`config.mk`:
```
export PLATFORM = sky130hd
export DESIGN_NAME = bcd2count
export DESIGN_NICKNAME = d
export VERILOG_FILES = /design/src/rtl/bcd2count_pkg.sv /design/src/rtl/bcd2count_radix_mac.sv /design/src/rtl/bcd2count.sv
export SDC_FILE = /design/constraint.sdc
export NUM_CORES = 1
export LEC_CHECK = 0
export BUFFER_PORTS_ARGS = -buffer_cell sky130_fd_sc_hd__buf_2
export CAP_MARGIN = 20
export CORE_UTILIZATION = 39
export CTS_CLUSTER_DIAMETER = 40
export DETAILED_ROUTE_END_ITERATION = 16
export HOLD_SLACK_MARGIN = 0.02
export MAX_ROUTING_LAYER = met4
export SYNTH_ARGS = -nofsm -noshare
export SYNTH_HDL_FRONTEND = slang
export SYNTH_SLANG_ARGS = --single-unit
```
`constraint.sdc`:
```
create_clock -name NEclk -period 10.7 [get_ports NEclk]
set_input_delay 0 -clock NEclk [delete_from_list [all_inputs] [get_ports NEclk]]
set_output_delay 0 -clock NEclk [all_outputs]
set_load 0.005 [all_outputs]
```
`src/rtl/bcd2count_pkg.sv`:
```
// Shared definitions for the BCD time-of-day to millisecond converter.
// State encoding, Horner step sequence and digit limits.
package bcd2count_pkg;

   typedef enum logic [1:0] {
      S_IDLE = 2'd0,
      S_CALC = 2'd1,
      S_DONE = 2'd2
   } state_t;

   localparam int unsigned N_STEPS   = 7;
   localparam logic [2:0]  LAST_STEP = 3'(N_STEPS - 1);

   localparam logic [3:0] DIG_MAX  = 4'd9;
   localparam logic [3:0] TENS_MAX = 4'd5;

   localparam logic [3:0] RADIX_6  = 4'd6;
   localparam logic [3:0] RADIX_10 = 4'd10;

   // Bit n set means step n multiplies by 10, otherwise by 6.
   localparam logic [7:0] RADIX10_SEQ = 8'b0111_1010;

   function automatic logic [3:0] radix_of(input logic [2:0] step);
      return RADIX10_SEQ[step] ? RADIX_10 : RADIX_6;
   endfunction

   function automatic logic digit_ok(input logic [3:0] d,
                                     input logic       tens);
      return d <= (tens ? TENS_MAX : DIG_MAX);
   endfunction

endpackage

```
`src/rtl/bcd2count_radix_mac.sv`:
```
// One Horner step: acc*radix + digit for radix 6 or 10.
// Shift-and-add only, so no general multiplier is inferred.
module radix_mac
   import bcd2count_pkg::*;
#(
   parameter int BITS = 26
) (
   input  logic [BITS-1:0] i_acc,
   input  logic [3:0]      i_radix,
   input  logic [3:0]      i_digit,
   output logic [BITS-1:0] o_result
);

   logic [BITS-1:0] w_x2;
   logic [BITS-1:0] w_hi;
   logic [BITS-1:0] w_dig;

   assign w_x2  = i_acc << 1;
   assign w_hi  = (i_radix == RADIX_10) ? (i_acc << 3) : (i_acc << 2);
   assign w_dig = {{(BITS-4){1'b0}}, i_digit};

   assign o_result = w_hi + w_x2 + w_dig;

endmodule

```
`src/rtl/bcd2count.sv`:
```
// BCD h:mm:ss.mmm to millisecond count, one Horner step per cycle.
// Illegal digits finish immediately with err set and count untouched.
module bcd2count
   import bcd2count_pkg::*;
#(
   parameter int BITS = 26
) (
   input  logic            NEclk,
   input  logic            Nreset,
   input  logic            start,
   input  logic [3:0]      bcd_h,
   input  logic [3:0]      bcd_min_1,
   input  logic [3:0]      bcd_min_0,
   input  logic [3:0]      bcd_s_1,
   input  logic [3:0]      bcd_s_0,
   input  logic [3:0]      bcd_ms_2,
   input  logic [3:0]      bcd_ms_1,
   input  logic [3:0]      bcd_ms_0,
   output logic [BITS-1:0] count,
   output logic            busy,
   output logic            done,
   output logic            err
);

   state_t          r_state, w_state_nx;
   logic [2:0]      r_step, w_step_nx;
   logic [BITS-1:0] r_acc, w_acc_nx;
   logic [BITS-1:0] r_count, w_count_nx;
   logic            r_busy, w_busy_nx;
   logic            r_done, w_done_nx;
   logic            r_err, w_err_nx;
   logic [3:0]      r_min_1, r_min_0, r_s_1, r_s_0;
   logic [3:0]      r_ms_2, r_ms_1, r_ms_0;

   logic            w_accept;
   logic            w_legal;
   logic            w_load;
   logic [3:0]      w_digit;
   logic [BITS-1:0] w_mac;

   assign w_legal = digit_ok(bcd_h, 1'b0)
                 && digit_ok(bcd_min_1, 1'b1)
                 && digit_ok(bcd_min_0, 1'b0)
                 && digit_ok(bcd_s_1, 1'b1)
                 && digit_ok(bcd_s_0, 1'b0)
                 && digit_ok(bcd_ms_2, 1'b0)
                 && digit_ok(bcd_ms_1, 1'b0)
                 && digit_ok(bcd_ms_0, 1'b0);

   assign w_accept = start && (r_state != S_CALC);

   always_comb begin
      w_digit = 4'd0;
      case (r_step)
         3'd0:    w_digit = r_min_1;
         3'd1:    w_digit = r_min_0;
         3'd2:    w_digit = r_s_1;
         3'd3:    w_digit = r_s_0;
         3'd4:    w_digit = r_ms_2;
         3'd5:    w_digit = r_ms_1;
         3'd6:    w_digit = r_ms_0;
         default: w_digit = 4'd0;
      endcase
   end

   radix_mac #(.BITS(BITS)) u_mac (
      .i_acc    (r_acc),
      .i_radix  (radix_of(r_step)),
      .i_digit  (w_digit),
      .o_result (w_mac)
   );

   always_comb begin
      w_state_nx = r_state;
      w_step_nx  = r_step;
      w_acc_nx   = r_acc;
      w_count_nx = r_count;
      w_busy_nx  = r_busy;
      w_done_nx  = 1'b0;
      w_err_nx   = r_err;
      w_load     = 1'b0;
      unique case (r_state)
         S_IDLE, S_DONE: begin
            w_state_nx = S_IDLE;
            if (w_accept) begin
               w_load = 1'b1;
               if (w_legal) begin
                  w_state_nx = S_CALC;
                  w_acc_nx   = {{(BITS-4){1'b0}}, bcd_h};
                  w_step_nx  = 3'd0;
                  w_busy_nx  = 1'b1;
                  w_err_nx   = 1'b0;
               end else begin
                  w_state_nx = S_DONE;
                  w_done_nx  = 1'b1;
                  w_busy_nx  = 1'b0;
                  w_err_nx   = 1'b1;
               end
            end
         end
         S_CALC: begin
            w_acc_nx = w_mac;
            if (r_step == LAST_STEP) begin
               w_state_nx = S_DONE;
               w_count_nx = w_mac;
               w_done_nx  = 1'b1;
               w_busy_nx  = 1'b0;
               w_step_nx  = 3'd0;
            end else begin
               w_step_nx = r_step + 3'd1;
            end
         end
         default: w_state_nx = S_IDLE;
      endcase
   end

   always_ff @(posedge NEclk or negedge Nreset) begin
      if (!Nreset) begin
         r_state <= S_IDLE;
         r_step  <= 3'd0;
         r_acc   <= '0;
         r_count <= '0;
         r_busy  <= 1'b0;
         r_done  <= 1'b0;
         r_err   <= 1'b0;
      end else begin
         r_state <= w_state_nx;
         r_step  <= w_step_nx;
         r_acc   <= w_acc_nx;
         r_count <= w_count_nx;
         r_busy  <= w_busy_nx;
         r_done  <= w_done_nx;
         r_err   <= w_err_nx;
      end
   end

   // Latched digits feed the step mux so later input changes are ignored.
   always_ff @(posedge NEclk or negedge Nreset) begin
      if (!Nreset) begin
         r_min_1 <= 4'd0;
         r_min_0 <= 4'd0;
         r_s_1   <= 4'd0;
         r_s_0   <= 4'd0;
         r_ms_2  <= 4'd0;
         r_ms_1  <= 4'd0;
         r_ms_0  <= 4'd0;
      end else if (w_load) begin
         r_min_1 <= bcd_min_1;
         r_min_0 <= bcd_min_0;
         r_s_1   <= bcd_s_1;
         r_s_0   <= bcd_s_0;
         r_ms_2  <= bcd_ms_2;
         r_ms_1  <= bcd_ms_1;
         r_ms_0  <= bcd_ms_0;
      end
   end

   assign count = r_count;
   assign busy  = r_busy;
   assign done  = r_done;
   assign err   = r_err;

endmodule

```
; Word-level counts from Yosys, hierarchy flattened
; Memories as Yosys holds them, arrays and structs flattened.
; Index checks and enable logic that the tools add are counted.
[totals]
romBits = 8
wordCells = 81
out_inout_bits = 29
memories = 1
register_bits = 87
[memory_table]
columns = name, depth, word_bits, read_ports, rd_clocked_by_memory_dff, wr, line_no
row1 = (name not given), 8, 1, 1, 0, 0, bcd2count_pkg.sv:24  ; return RADIX10_SEQ[step] ? RADIX_10 : RADIX_6;
[classes]
n_reduce_logical = 16
magnitude_cmp = 9
add_sub_neg = 3
muxes = 25
n_eq_ne = 13
[ops]
columns = operator, n
row1 = 25-bit two-way mux, 2
row2 = 25-bit one-hot mux with 2 select lines, 1
row3 = 4-bit one-hot mux with 7 select lines, 1
row4 = 26-bit adder, 1
row5 = 26-bit by 4-bit adder with 26-bit output, 1
row6 = 26-bit two-way mux, 1
row7 = 4-bit less-or-equal comparator (second input constant), 6
row8 = 3-bit == test (second input constant), 3
row9 = 1-bit two-way mux, 9
row10 = 3-bit two-way mux, 3
row11 = 4-bit by 3-bit less-or-equal comparator with 1-bit output (second input constant), 2
row12 = 1-bit logical AND, 8
row13 = 3-bit by 2-bit == test with 1-bit output (second input constant), 2
row14 = 2-bit two-way mux, 3
row15 = 2-bit inequality test (second input constant), 3
row16 = 3-bit one-hot mux with 2 select lines, 1
row17 = 3-bit AND reduction, 2
row18 = 4-bit == test (second input constant), 1
row19 = 3-bit by 4-bit < comparator with 1-bit output (second input constant), 1
row20 = 4-bit two-way mux, 1
row21 = 1-bit one-hot mux with 2 select lines, 2
row22 = 2-bit one-hot mux with 2 select lines, 1
row23 = 2-bit AND reduction, 2
row24 = 3-bit by 1-bit adder with 3-bit output (second input constant), 1
row25 = 8 further kinds, 8

; Depth between registers and ports, before layout
; Gate-level depths: netlist of the first run.
[depth]
ltp_word = 11
ltp_mapped = 15

; By module
; Synthesis of the first run repeated with hierarchy kept, for this count alone.
[hier_totals]
cells_unflattened = 623
hier_area_um2 = 5771.8
[by_module_without_submodules]
columns = module, n_inst, cells_per_inst, area_each_um2
row1 = bcd2count, 1, 374, 3792.4
row2 = radix_mac, 1, 249, 1979.4

; Worst setup path after synthesis of the first run
; No wires, ideal clock.
[synth_path]
path_type = register -> register
startpoint = register r_step[2]
endpoint = register r_acc[16]
t_arrival_ns = 3.562
setup_time_ns = 0.147
setup_slack_ns = 6.991
path_buffers = 3
period_less_slack_ns = 3.709
stages_incl_launch_ff = 16
required_ns = 10.553
cell_sequence = dfrtp_1 clkbuf_1 nor2_1 a21o_1 clkbuf_1 buf_2 and2_1 fa_1 ha_1 fa_1 a21o_1 a221oi_2 a31o_4 o21ba_4 xor2_1 o22ai_1
[synth_via]
elab_chain_len = 8
word_cells_on_any_way = 16
[synth_lines]
columns = element, line_no
row1 = "start, declared", bcd2count.sv:26  ; logic [2:0] r_step, w_step_nx;
row2 = "start signal, assigned", bcd2count.sv:128  ; r_step <= w_step_nx;
row3 = memory read 8 x 1 bit, -
row4 = 1-bit two-way mux (implied by the code), bcd2count_pkg.sv:24
row5 = 4-bit two-way mux, bcd2count_pkg.sv:24
row6 = 4-bit == test, bcd2count_radix_mac.sv:19  ; assign w_hi = (i_radix == RADIX_10) ? (i_acc << 3) : (i_acc << 2);
row7 = 26-bit two-way mux, bcd2count_radix_mac.sv:19
row8 = 26-bit adder, bcd2count_radix_mac.sv:22  ; assign o_result = w_hi + w_x2 + w_dig;
row9 = 26-bit by 4-bit adder with 26-bit output (*), bcd2count_radix_mac.sv:22
row10 = 25-bit one-hot mux with 2 select lines (*), bcd2count.sv:82  ; unique case (r_state)
row11 = "end signal, assigned", bcd2count.sv:129  ; r_acc <= w_acc_nx;
row12 = "end, declared", bcd2count.sv:27  ; logic [BITS-1:0] r_acc, w_acc_nx;
; Every way passes the cells marked *; elsewhere a longest branch is shown, timed or not. The select of a mux whose other input is x is not followed.
; A chain may end at the register's enable or synchronous reset.

; Worst setup path after layout of the first run
; Same ends and word-level chain as after synthesis.

==> summary.txt, run 1 <==
Status
  – Status: complete, no violations

Global routing
  – Global routing usage on met1: 0.2548
  – Largest net degree at the start of global routing: 57
  – Vias in the first global route: 4479
  – First-pass GRT wire length: about 22000 um
  – Grt total ovfl: 0
  – Global routing's busiest layer: met2
  – Initial antenna violation count: 0
  – GRT Util Overall: 0.2000
  – Met3 Track Usage GR: 0.03726
  – Met2 Use GR: 0.3215

STA
  – Setup-failing EPs final: 0
  – Final worst slack: just over 6000 ps
  – Worst-margin pin slew: 1060 ps
  – Final cycle utilization of the critical path: 0.4284
  – Slew headroom: 0.2931
  – Max Fclk: around 220 MHz
  – Final TNS setup: 0 ps
  – Final-report hold violation count: 0
  – Final hold slack: about 130 ps
  – Worst Skew: 11.29 ps
  – Tmin final: 4584 ps
  – Slew Viols, Final: 0
  – RSZ-0062 raised after global routing: no

CTS
  – Worst-Skew Late Latency: ~350 ps
  – CTS Sinks: 87
  – Total CTS buffers: 9
  – CTS Buffer Depth: 2
  – Number of setup buffers added after CTS: 0
  – Number of gates resized after CTS: 0
  – Clock-pin slew on the worst setup and hold paths: roughly 70 ps
  – TritonCTS clock tree: done
  – Clock root buffer: clkbuf_16
  – H-tree Lvls: 3

Routing
  – Drt wl/cell: 16.28 um
  – Vias: 4472
  – Post-route ant nets: 0
  – 1st-pass router iterations: 5
  – Detailed-route DRC error count: 0
  – WL final: 13190 um
  – DR vias/cell: roughly 5.5
  – Iter 0 DRT Violations: roughly 250

Logic synthesis
  – Distinct cells, synth: 58
  – Post-Syn Nets: between 600 and 700
  – Post-synthesis sequential area ratio: 0.3994
  – Post-synth EDFFs: 0
  – Average size of a mapped cell: just over 10 um^2
  – Synth async-reset ratio: 1.000
  – Syn. warnings: 0
  – Post-Synthesis Cells: approximately 540
  – Dominant synthesized flop cell: dfrtp_1
  – Register bit total from synthesis: 87
  – Post-Syn Area: around 0.0055 mm^2

Finish
  – Number of nets in the layout: a little over 700
  – Commonest non-fill, non-tap cell in the layout: dfrtp_1
  – Final std cells w/o fill: 810
  – Area Overhead vs Synth: 20.22%
  – Final Core Density: 0.4871
  – Final Cell Area: roughly 0.0066 mm^2
  – Layout cells sized above 1: 0.2397
  – # diodes: 0
  – FILL cells: 1277
  – Most frequent cells in the layout: dfrtp_1, nand2_1, buf_2, mux2_2, ha_1

Placement
  – Post-Place Setup Slack: just over 6000 ps
  – Placed cell areas: 0.005933 mm^2
  – IO buf count: 63
  – Detailed placement HPWL: around 9500 um
  – # placed instances: roughly 760
  – Final RePlAce weighted congestion: ~0.90

Critical path
  – WP data required: between 10000 and 15000 ps
  – Crit path cell chain: nor2_1 -> a21o_1 -> and2_1 -> fa_1 -> ha_1 -> fa_1 -> a21o_1 -> a221oi_2 -> a31o_4 -> o21ba_4 -> xor2_1 -> o22ai_1
  – CP Launch Type: register
  – R2R Path End: r_acc[16]$_DFFE_PN0P_
  – CP Capture Type: register
  – Slowest Stage Delay on Critical Path: 820 ps
  – CP arrival: about 4800 ps
  – Flop2flop setup slack: slightly above 6000 ps
  – Slowest CP cell: a21o_1
  – RR Startpoint: r_step[2]$_DFFE_PN0P_
  – Critical path type: register to register
  – Reg2Reg Depth: 12
  – Crit path max fanout: 25

Pwr
  – Peak supply drop: between 0.1 and 0.15 mV
  – Final Power: ~1.5 mW
  – Leakage: 3.138 nW
  – Cell Pwr Density: between 200 and 250 mW/mm^2

Floorplan
  – I/O pin total: 64
  – Core ar.: 0.01345 mm^2
  – DIE AREA: roughly 0.014 mm^2
  – Initial core utilization: 0.4051
  – Chip height: approximately 120 um
  – Row Count: 42
  – Width of the die: roughly 120 um

Hold path
  – Hold/Removal Path Class: input port to async pin

Flow run
  – Max Cap Violations: 0
[where the power goes]
group / total (mW) / switching [mW] / internal (mW)
combinational: 0.791 / 0.459 / 0.332
clock: 0.308 / 0.140 / 0.167
sequential: 0.420 / 0.0450 / 0.375
[cell type report]
class / count / area (um^2) / area share
well taps: 176 / 220.2 / 0.03361
repair buffers: 102 / 693.2 / 0.1058
inverters: 8 / 30.03 / 0.004583
multi-input cells: 421 / 3143 / 0.4797
clock inverters: 6 / 50.05 / 0.007638
clock buffers: 10 / 239.0 / 0.03647
flip-flops and latches: 87 / 2177 / 0.3323
[registers in the layout (all words and copies together), names as in the netlist]
signal	count
busy	1
count	26
done	1
err	1
r_acc	25
r_min_0	4
r_min_1	4
r_ms_0	4
r_ms_1	4
r_ms_2	4
r_s_0	4
r_s_1	4
r_state	2
r_step	3
[cells in the mapped netlist (6+ instances only)]
library cell | number | area [um^2]
nand4_1 | 7 | 43.79
o31ai_1 | 6 | 45.04
mux2i_1 | 6 | 60.06
nand2_1 | 80 | 300.3
nor2_1 | 21 | 78.83
dfrtp_1 | 87 | 2177
mux2_2 | 52 | 585.6
ha_1 | 46 | 575.6
a21o_1 | 12 | 90.09
xnor2_1 | 11 | 96.34
inv_1 | 8 | 30.03
a31oi_1 | 10 | 62.56
and2_1 | 7 | 43.79
a21oi_1 | 24 | 120.1
o21ai_0 | 39 | 195.2
clkbuf_1 | 18 | 67.56
a22o_1 | 10 | 87.58
o22ai_1 | 6 | 37.54
nand3_1 | 7 | 35.03
[how the worst max path moves through the flow]
stage / slack, ps / end / cells after the start / start
after CTS: 6150 / r_acc[16]$_DFFE_PN0P_ / 12 / r_step[2]$_DFFE_PN0P_
after global routing: 5800 / r_acc[22]$_DFFE_PN0P_ / 12 / r_step[0]$_DFFE_PN0P_
after global placement: 6340 / r_acc[16]$_DFFE_PN0P_ / 12 / r_step[0]$_DFFE_PN0P_
after detailed placement: 6170 / r_acc[16]$_DFFE_PN0P_ / 12 / r_step[2]$_DFFE_PN0P_
final: 6120 / r_acc[16]$_DFFE_PN0P_ / 12 / r_step[2]$_DFFE_PN0P_
after floorplan: 6990 / r_acc[16]$_DFFE_PN0P_ / 15 / r_step[2]$_DFFE_PN0P_
[critical path: cells and delay by family, from the launching register on]
family	cells	cell delay, ps
compound gates	6	2040
simple gates	2	480
flops	1	600
fa+ha+maj	3	1090
xor+xnor	1	200
[logic make-up (layout without fill, tap and decap cells)]
kind of cell | Yosys count | after routing | synth area share
xor+xnor | 16 | 16 | 0.02571
mux | 58 | 58 | 0.1185
fa+ha+maj | 49 | 49 | 0.1166
buf+inv | 33 | 126 | 0.02387
compound gates | 150 | 150 | 0.1938
flops | 87 | 87 | 0.3994
simple gates | 148 | 148 | 0.1221
[repair_timing]
| item | in CTS | in global routing |
|---|---|---|
| hold buffers | 33 | 0 |
| hold endpoints to repair | 63 | 0 |
| endpoints found under the setup margin | 0 | 0 |
[metal layers]
metal	vias up	wire, um
li1	2178	-
met1	2165	6066
met2	117	6377
met3	12	587
met4	0	154
met5	-	0
(Power assumes the default switching activity.)
==> run 2: changes to the inputs <==
--- a/config.mk
+++ b/config.mk
@@ -5,6 +5,7 @@
 export SDC_FILE = /design/constraint.sdc
 export NUM_CORES = 1
 export LEC_CHECK = 0
+export ABC_AREA = 1
 export BUFFER_PORTS_ARGS = -buffer_cell sky130_fd_sc_hd__buf_2
 export CAP_MARGIN = 20
 export CORE_UTILIZATION = 39
==> constraint.sdc (replaced) <==
create_clock -name NEclk -period 4.69 [get_ports NEclk]
set_input_delay 0 -clock NEclk [delete_from_list [all_inputs] [get_ports NEclk]]
set_output_delay 0 -clock NEclk [all_outputs]
set_load 0.005 [all_outputs]
==> summary.txt, run 2 <==
Floorplan
  – Initial core utilization: 0.4049 (was 0.4051)
  – DIE AREA: 0.01576 mm^2 (was 0.01445 mm^2)
  – I/O pin total: 64 (unchanged)
  – Row Count: 44 (was 42)
  – Core ar.: 0.01470 mm^2 (was 0.01345 mm^2)
  – Width of the die: 125.5 um (was 120.2 um)
  – Chip height: 125.5 um (was 120.2 um)

Global routing
  – Grt total ovfl: 0 (unchanged)
  – Vias in the first global route: 5633 (was 4479)
  – First-pass GRT wire length: 27350 um (was 21940 um)
  – GRT Util Overall: 0.2284 (was 0.2000)
  – Initial antenna violation count: 0 (unchanged)
  – Largest net degree at the start of global routing: 49 (was 57)

Flow run
  – Max Cap Violations: 0 (unchanged)

CTS
  – Clock-pin slew on the worst setup and hold paths: 70 ps (about the same)
  – Number of gates resized after CTS: 0 (unchanged)
  – Number of setup buffers added after CTS: 0 (unchanged)
  – Total CTS buffers: 9 (unchanged)
  – Worst-Skew Late Latency: 360 ps (was 350 ps)
  – CTS Buffer Depth: 2 (unchanged)
  – TritonCTS clock tree: done (unchanged)
  – Hold Buf Count CTS: 33 (unchanged)
  – CTS Sinks: 87 (unchanged)
  – H-tree Lvls: 3 (unchanged)
  – Clock root buffer: clkbuf_16 (unchanged)

Placement
  – IO buf count: 63 (unchanged)
  – Final RePlAce weighted congestion: 0.8938 (was 0.9046)
  – Detailed placement HPWL: 11840 um (was 9527 um)
  – # placed instances: 1097 (was 761)
  – Post-Place Setup Slack: 1212 ps (was 6168 ps)

Finish
  – FILL cells: 1523 (was 1277)
  – Area Overhead vs Synth: 18.73% (was 20.22%)
  – Commonest non-fill, non-tap cell in the layout: nand2_1 (was dfrtp_1)
  – Number of nets in the layout: 1041 (was 713)
  – # diodes: 0 (unchanged)
  – Layout cells sized above 1: 0.1091 (was 0.2397)
  – Max reg flops: 26 (unchanged)
  – Most frequent cells in the layout: nand2_1, inv_1, dfrtp_1, nand3_1, buf_2 (was dfrtp_1, nand2_1, buf_2, mux2_2, ha_1)
  – Final std cells w/o fill: 1146 (was 810)

STA
  – Worst Skew: 7.470 ps (was 11.29 ps)
  – Final cycle utilization of the critical path: 0.7422 (was 0.4284)
  – Slew headroom: 0.5956 (was 0.2931)
  – Tmin final: 3481 ps (was 4584 ps)
  – Worst-margin pin slew: 606.6 ps (was 1060 ps)
  – RSZ-0062 raised after global routing: no (unchanged)
  – Slew Viols, Final: 0 (unchanged)
  – Setup-failing EPs final: 0 (unchanged)
  – Final worst slack: 1209 ps (was 6116 ps)
  – Final-report hold violation count: 0 (unchanged)
  – Final TNS setup: 0 ps (unchanged)
  – Max Fclk: 287.3 MHz (was 218.1 MHz)
  – Final hold slack: 165.5 ps (was 130.1 ps)

Logic synthesis
  – Synth async-reset ratio: 1.000 (unchanged)
  – Post-Synthesis Cells: 863 (was 541)
  – Syn. warnings: 0 (unchanged)
  – Post-synth top area cell: dfrtp_1 (unchanged)
  – Distinct cells, synth: 36 (was 58)
  – Area contributors post-synth: dfrtp_1, nand2_1, ha_1, inv_1, nand3_1 (was dfrtp_1, mux2_2, ha_1, nand2_1, o21ai_0)
  – Top cells by count, synth: nand2_1, inv_1, dfrtp_1 (was dfrtp_1, nand2_1, mux2_2)
  – Dominant synthesized flop cell: dfrtp_1 (unchanged)
  – Post-Syn Nets: 947 (was 625)
  – Synth top area share: 0.3658 (was 0.3994)
  – Most common cell in the netlist: nand2_1 (was dfrtp_1)
  – Post-synth EDFFs: 0 (unchanged)
  – Post-synthesis sequential area ratio: 0.3658 (was 0.3994)
  – Post-Syn Area: 0.005952 mm^2 (was 0.005450 mm^2)
  – Register bit total from synthesis: 87 (unchanged)
  – Average size of a mapped cell: 6.897 um^2 (was 10.07 um^2)

Critical path
  – CP Capture Type: register (unchanged)
  – CP Launch Type: register (unchanged)
  – Crit path cell chain: inv_2 -> nand2_1 -> nand2_2 -> inv_1 -> nor2_1 -> fa_1 -> ha_1 -> fa_1 -> nand3_1 -> nand3_1 -> nand2_1 -> nand3_1 -> nand2_1 -> nand3b_1 -> nand3_1 -> nand2_1 (was nor2_1 -> a21o_1 -> and2_1 -> fa_1 -> ha_1 -> fa_1 -> a21o_1 -> a221oi_2 -> a31o_4 -> o21ba_4 -> xor2_1 -> o22ai_1)
  – Slowest Stage Delay on Critical Path: 470 ps (was 820 ps)
  – Critical path type: register to register (unchanged)
  – CP arrival: 3730 ps (was 4770 ps)
  – Top delay family on crit path: simple AND/OR/NAND/NOR gates (was compound AO/OA/AOI/OAI gates)
  – Buf+Inv Stages, Crit Path: 2 (was 0)
  – Slowest CP cell: fa_1 (was a21o_1)
  – WP data required: 4940 ps (was 10890 ps)
  – Crit path max fanout: 15 (was 25)

Routing
  – Vias: 5581 (was 4472)
  – Drt wl/cell: 14.08 um (was 16.28 um)
  – Iter 0 DRT Violations: 258 (was 251)
  – 1st-pass router iterations: 11 (was 5)
  – DR vias/cell: 4.870 (was 5.521)
  – Detailed-route DRC error count: 3 (was 0)
  – WL final: 16130 um (was 13190 um)
  – Post-route ant nets: 0 (unchanged)

Status
  – Failing checks: DRC
  – Status: complete, but fails checks (was complete, no violations)

Hold path
  – Hold/Removal Path Class: input port to async pin (unchanged)
## run 2: area by class of cell
type / count / area, um^2 / area share
Multi-Input combinational cell: 640 / 3228 / 0.4568
Clock inverter: 7 / 75.07 / 0.01062
Tap cell: 184 / 230.2 / 0.03258
Timing Repair Buffer: 101 / 685.7 / 0.09703
Clock buffer: 9 / 225.2 / 0.03187
Sequential cell: 87 / 2177 / 0.3081
Inverter: 118 / 445.4 / 0.06303
## run 2: final timing paths
kind / start / to / slack (ps) / depth (start not counted)
hold / removal: Nreset / count[11]$_DFFE_PN0P_ / 170 / 2
setup / recovery: r_step[2]$_DFFE_PN0P_ / r_acc[18]$_DFFE_PN0P_ / 1210 / 16
max in group asynchronous: Nreset / r_step[0]$_DFFE_PN0P_ / 3510 / 3
setup reg to reg: r_step[2]$_DFFE_PN0P_ / r_acc[18]$_DFFE_PN0P_ / 1210 / 16
hold reg to reg: count[4]$_DFFE_PN0P_ / count[4]$_DFFE_PN0P_ / 470 / 2
min in group NEclk: start / r_s_0[1]$_DFFE_PN0P_ / 180 / 5
## run 2: cell families (layout without fill, tap and decap cells)
group | Yosys count | count (layout) | synth area share
flops | 87 | 87 | 0.3658
fa+ha+maj | 49 | 49 | 0.1068
xor+xnor | 9 | 9 | 0.01324
buf+inv | 136 | 235 | 0.09186
compound gates | 81 | 81 | 0.07190
simple gates | 501 | 501 | 0.3504
## run 2: metrics by stage
| stage | instance area, um^2 | util |
|---|---|---|
| global placement | 6436 | 0.4379 |
| CTS | 7067 | 0.4808 |
| finish | 7067 | 0.4808 |
| floorplan | 5952 | - |
| detailed placement | 6436 | 0.4379 |
| global route | 7067 | 0.4808 |
## run 2: layer usage
metal / wire length, um / track usage
met1: 7478 / 0.2794
met2: 7800 / 0.3846
met3: 588 / 0.04193
met4: 263 / 0.06313
met5: 0 / -
Power of run 2 is not shown: default switching activity piles up to over one toggle a cycle in this logic, so the estimate is an artifact.
